--- src/rtl/cones_pipe.sv ---
// cones_pipe: elastic register pipeline of DEPTH stages over a WIDTH-bit bus.
// Each stage is a register cut with a valid/ready handshake and may invert its
// data (INV_MASK bit per stage). Ready is combinational back through the
// stages, so bubbles collapse and a full pipe streams one beat per cycle.
// Optional feature macro: CONES_PIPE_PARITY_EN adds per-stage expected-parity
// tracking and a sticky parity_err output.
module cones_pipe #(
  parameter int               WIDTH    = 2,
  parameter int               DEPTH    = 2,
  parameter logic [DEPTH-1:0] INV_MASK = {DEPTH{1'b1}}
) (
  input  logic                       clk,
  input  logic                       rst_n,
  input  logic                       in_valid,
  output logic                       in_ready,
  input  logic [WIDTH-1:0]           in_data,
  output logic                       out_valid,
  input  logic                       out_ready,
  output logic [WIDTH-1:0]           out_data,
  input  logic                       flush,
  output logic [$clog2(DEPTH+1)-1:0] occupancy
`ifdef CONES_PIPE_PARITY_EN
  ,
  output logic                       parity_err
`endif
);

  localparam int OCC_W = $clog2(DEPTH + 1);

`ifdef CONES_PIPE_PARITY_EN
  // An inversion flips the parity of the word only when the width is odd.
  localparam logic WIDTH_ODD = ((WIDTH % 2) == 1) ? 1'b1 : 1'b0;
`endif

  // Flattened view of every stage's state, gathered from the generate blocks.
  logic [DEPTH-1:0] v_all;
  logic [WIDTH-1:0] d_all [DEPTH];
`ifdef CONES_PIPE_PARITY_EN
  logic [DEPTH-1:0] p_all;
`endif

  // rdy[i]: stage i can take a beat this cycle; rdy[DEPTH] is the sink.
  logic [DEPTH:0]   rdy;
  logic [OCC_W-1:0] occ_count;

  // Ready ripples from the output back toward the input, top stage first.
  always_comb begin
    rdy        = '0;
    rdy[DEPTH] = out_ready;
    for (int i = DEPTH - 1; i >= 0; i--) begin
      rdy[i] = !v_all[i] || rdy[i+1];
    end
  end

  // Population count of the stage valid bits.
  always_comb begin
    occ_count = '0;
    for (int i = 0; i < DEPTH; i++) begin
      occ_count = occ_count + OCC_W'(v_all[i]);
    end
  end

  genvar gi;
  generate
    for (gi = 0; gi < DEPTH; gi++) begin : g_stage
      logic             up_valid;
      logic [WIDTH-1:0] up_data;
      logic             load;
      logic             v_q;
      logic             v_d;
      logic [WIDTH-1:0] d_q;
      logic [WIDTH-1:0] d_d;
`ifdef CONES_PIPE_PARITY_EN
      logic             up_par;
      logic             p_q;
      logic             p_d;
`endif

      // Stage 0 is fed by the pipeline input, later stages by their predecessor.
      if (gi == 0) begin : g_head
        assign up_valid = in_valid && !flush;
        assign up_data  = in_data;
`ifdef CONES_PIPE_PARITY_EN
        assign up_par   = ^in_data;
`endif
      end else begin : g_body
        assign up_valid = v_all[gi-1];
        assign up_data  = d_all[gi-1];
`ifdef CONES_PIPE_PARITY_EN
        assign up_par   = p_all[gi-1];
`endif
      end

      // Data only moves with a real beat; bubbles and flushes leave it alone.
      assign load = rdy[gi] && up_valid && !flush;

      // Next-state: flush empties the stage, otherwise advance when ready.
      always_comb begin
        v_d = v_q;
        d_d = d_q;
        if (flush) begin
          v_d = 1'b0;
        end else if (rdy[gi]) begin
          v_d = up_valid;
        end
        if (load) begin
          d_d = INV_MASK[gi] ? ~up_data : up_data;
        end
`ifdef CONES_PIPE_PARITY_EN
        p_d = p_q;
        if (load) begin
          p_d = up_par ^ (INV_MASK[gi] & WIDTH_ODD);
        end
`endif
      end

      // Stage registers with synchronous active-low reset.
      always_ff @(posedge clk) begin
        if (!rst_n) begin
          v_q <= 1'b0;
          d_q <= '0;
`ifdef CONES_PIPE_PARITY_EN
          p_q <= 1'b0;
`endif
        end else begin
          v_q <= v_d;
          d_q <= d_d;
`ifdef CONES_PIPE_PARITY_EN
          p_q <= p_d;
`endif
        end
      end

      assign v_all[gi] = v_q;
      assign d_all[gi] = d_q;
`ifdef CONES_PIPE_PARITY_EN
      assign p_all[gi] = p_q;
`endif
    end
  endgenerate

`ifdef CONES_PIPE_PARITY_EN
  logic parity_err_q;

  // Sticky error: output word parity disagrees with the tracked parity.
  always_ff @(posedge clk) begin
    if (!rst_n) begin
      parity_err_q <= 1'b0;
    end else if (v_all[DEPTH-1] && ((^d_all[DEPTH-1]) != p_all[DEPTH-1])) begin
      parity_err_q <= 1'b1;
    end
  end

  assign parity_err = parity_err_q;
`endif

  assign in_ready  = rdy[0] && !flush;
  assign out_valid = v_all[DEPTH-1];
  assign out_data  = d_all[DEPTH-1];
  assign occupancy = occ_count;

endmodule

--- config.mk ---
export PLATFORM = sky130hd
export DESIGN_NAME = cones_pipe
export DESIGN_NICKNAME = d
export VERILOG_FILES = /design/src/rtl/cones_pipe.sv
export SDC_FILE = /design/constraint.sdc
export NUM_CORES = 1
export LEC_CHECK = 0
export CAP_MARGIN = 20
export CORE_AREA = 2 2 39 41
export DETAILED_ROUTE_END_ITERATION = 8
export DIE_AREA = 0 0 41 43
export PLACE_DENSITY_LB_ADDON = 0.15
export RECOVER_POWER = 100
export SLEW_MARGIN = 20
export SYNTH_ARGS = -nofsm -noshare
export SYNTH_HDL_FRONTEND = slang
export SYNTH_SLANG_ARGS = --single-unit
--- constraint.sdc ---
create_clock -name clk -period 0.9 [get_ports clk]
set_input_delay 0.18 -clock clk [delete_from_list [all_inputs] [get_ports clk]]
set_output_delay 0.18 -clock clk [all_outputs]
set_load 0.05 [all_outputs]
* After elaboration in Yosys (flattened, before gate mapping) *
Cells that the tools add are included.
Widths: inputs -> output; s select.

storage, ports and cells
  flip-flop bits (word level) = 6
  logic and storage cells = 20

cells by class
  bitwise gates (word level) = 3
  add/subtract/negate cells = 1
  reductions and logical operators = 12

operators with widths
  cell               count
  $logic_and 1x1->1  6
  $not 2->2          2
  $logic_not 1->1    3
  $add 1x1->2        1
  $logic_or 1x1->1   2
  $reduce_or 2->1    1
  $not 1->1          1

* Longest topological paths before layout *
  depth in word-level cells = 5
  mapped depth = 3

* Worst setup path after synthesis *
No wires, ideal clock.

  kind = register to output
  start point = reg g_stage[1].v_q (netlist: out_valid)
  end point = out in_ready
  cell stages (with the launch flop) = 3
  path buffers = 0
  setup slack = -707 ps
  data arrival time = 1,427 ps
  cell sequence = dfxtp_1 and3b_1 nor2_1

between the ends
  cells in the longest elaborated chain, start to end = 4

RTL lines
  element                        RTL line  RTL
  start: declaration             69        logic v_q;
  start signal: assignment       126       v_q <= v_d;
  $logic_not 1->1                51        rdy[i] = !v_all[i] || rdy[i+1];
  $logic_or 1x1->1 (2 in a row)  51
  $logic_and 1x1->1              157       assign in_ready = rdy[0] && !flush;
  end: declaration               15        output logic in_ready,

Every way passes these cells.

* Final worst setup path *
  start point = reg g_stage[0].v_q
  end point = out occupancy[0]

between the ends
  cells in the longest elaborated chain, start to end = 1

RTL lines
  element                   RTL line  RTL
  start: declaration        69
  start signal: assignment  126
  $add 1x1->2               59        occ_count = occ_count + OCC_W'(v_all[i]);
  end: declaration          21        output logic [$clog2(DEPTH+1)-1:0] occupancy

Every way passes these cells.

==> impl_metrics.py <==
metrics = {
    "pwr": {
        "combPwrFrac_pct": 24.1,
        "pwr-share-clk_pct": 36.3,
        "switching_share_pct": 24.70,
        "p_int_uw": 543.2,
        "peakVddDrop_uv": 988.9,
        "power_density_nw_per_um2": 1158,
        "p_leak_uw": 0.0002639,
        "power_switching_uw": 178.2,
        "p_seq_share_pct": 39.5,
    },
    "cells_and_area": {
        "areaGrowthSynthToFinish_pct": 132.7,
        "layout_common_cells": "7 x buf_4, 6 x buf_12",
        "fill_cells": 126,
        "final_layout_size_suffix_gt1_share_pct": 56.60,
        "fin_nets": 62,
        "fin_util_pct": 45.03,
        "final_common_cell": "buf_4",
        "diodes": 0,
    },
    "floorplan": {
        "core_um2": 1384,
        "die_area_um2": 1763,
        "die_y_um": 43,
        "rows": 14,
        "start_util_pct": 19.35,
        "fp.dieW_um": 41,
        "ios": 13,
    },
    "worst_setup_path": {
        "cp_slowest_stage_delay_ns": 0.33,
        "slowest_stage": "dfxtp_2",
        "crit_path_end_kind": "primary output",
        "critPathBufInv": 2,
        "crit_chain": "buf_6 -> ha_4 -> buf_12",
        "critPathArrivalTime_ns": 1.08,
        "start_kind": "flip-flop",
        "rrSetupSlack_ns": -0.33,
        "critPathMaxFanout": 3,
        "critical_path.top_delay_family": "flip-flops",
        "cp.required_ns": 0.72,
        "worst-setup-path-type": "reg2out",
    },
    "sta": {
        "min_period_ns": 1.255,
        "finalSetupViolCount": 8,
        "rsz0062_at_grt": "true",
        "relSlewSlack_pct": 82.18,
        "tightest_slew_ns": 0.2673,
        "final-hold-violation-count": 0,
        "finalClockSkew_ns": 0.007634,
        "min_period_over_period_pct": 139.5,
        "hold_slack_ns": 0.2920,
        "max_freq_mhz": 796.7,
        "finalWorstSetupSlack_ns": -0.3552,
        "slew_viol_final": 0,
    },
    "place": {
        "hpwl_um": 493.2,
        "place_ws_ns": -0.5443,
        "io_buffers": 12,
        "place.gp.congestion": 0.6748,
    },
    "drt": {
        "first_pass_iters": 1,
        "num_vias": 288,
        "routedWlPerCell_um": 10.61,
        "routed_wirelength_um": 732,
        "viasPerCell": 4.174,
        "ant_nets": 0,
        "drc": 0,
        "drtIter0Drc": 0,
    },
    "cts": {
        "cts_max_level": 1,
        "clockBufferDepth": 2,
        "cts_buffers": 3,
        "cts_tree": "yes",
        "cts_sinks": 6,
        "root_buffer": "clkbuf_4",
        "clk_pin_slew_worst_paths_ns": 0.05,
        "clk-insertion-delay-late_ns": 0.24,
    },
    "status": {
        "outcome": "finished with violations",
        "failed_checks": "negative setup slack",
    },
    "logic_synthesis": {
        "ys_seq_elements": 6,
        "synth_cell_types": 13,
        "synth.avg_cell_area_um2": 9.563,
        "syn_nets": 36,
        "synthesis.area_um2": 267.8,
        "seq_area_frac_synth_pct": 44.86,
        "ys_warn_count": 0,
        "syn_inst": 28,
    },
    "global_route": {
        "overflow": 0,
        "track_usage_pct": 8.853,
        "grt_max_degree": 7,
        "grt_antenna_before_repair": 0,
        "grt_pass1_vias": 261,
        "grt_pass1_wl_um": 986,
    },
    "hold_path": {
        "min_path_type": "in2reg",
    },
    "flow_run": {
        "cap_viol_max_count": 0,
    },
}
## through the flow
step / instances / power, µW / TNS [ns] / area, µm²
after floorplan: 28 / 352.3 / -0.9321 / 285.3
after global placement: 61 / 442.2 / -2.940 / 523.0
after detailed placement: 61 / 444.1 / -3.016 / 523.0
after CTS: 68 / 722.5 / -2.069 / 596.8
after global routing: 69 / 772.3 / -2.559 / 623.1
final: 69 / 721.4 / -2.212 / 623.1
## cell families after synthesis
family | Yosys count | share of synthesized area (%)
flops | 6 | 44.86
simple gates | 12 | 28.04
fa+ha+maj | 1 | 4.672
compound gates | 5 | 12.15
mux | 2 | 7.477
buf+inv | 2 | 2.805
## per-layer routing
metal,global-route usage [%],vias up,share of wire (%)
met5,0,-,0
met4,0,0,0
met3,7.853,0,7.1
met2,15.94,11,55
met1,7.120,130,38
li1,-,147,-
## worst register-to-register path, stage by stage (launching register included)
cell and delay [ns]:
dfxtp_4 0.35, and3b_2 0.23, buf_4 0.15, nor3b_4 0.21, mux2i_1 0.21
## sequential cells by signal, summed over array words and instances (netlist names)
name / flops
out_valid: 1
g_stage.v_q: 1
g_stage.d_q: 2
out_data: 2
## final timing paths
kind / depth (start not counted) / startpoint / end
max: 3 / g_stage[0].v_q / occupancy[0]
min: 3 / rst_n / g_stage[0].d_q[0]
max reg2reg: 4 / out_valid / g_stage[0].d_q[1]
min reg2reg: 2 / g_stage[0].d_q[0] / g_stage[0].d_q[0]
## cells in the mapped netlist
master	instances	area, µm²
mux2i_1	2	20.02
nor3b_2	1	12.51
nand2_1	2	7.510
ha_1	1	12.51
dfxtp_1	6	120.1
a311oi_1	2	17.52
nor2_1	3	11.26
inv_1	2	7.510
a21oi_1	3	15.01
nor2b_2	1	8.760
nand2b_1	3	18.77
or2b_1	1	7.510
and3b_1	1	8.760
## cell type report
class                      count  area [µm²]  share of cell area [%]
clock buffer                   4       26.28                   4.217
sequential                     6       127.6                   20.48
multi-input combinational     20       186.4                   29.92
timing repair buffer          21       255.2                   40.96
inverter                       2       7.507                   1.205
tap                           16       20.02                   3.213
## power by group through the flow
stage	sequential, µW	clock [µW]	combinational [µW]
finish	285	262	174
global placement	288	0	154
detailed placement	288	0	156
global route	285	302	185
CTS	284	272	167
floorplan	300	0	52.4
## what timing repair did
item | in CTS | in global routing
buffers inserted | 3 | 2
endpoints found under the setup margin | 11 | 11
hold buffers | 0 | 0
pin swaps | 6 | 5
gates resized for setup | 8 | 5
hold endpoints to repair | 0 | 0
Note: power is estimated with default switching activity, not from simulation.
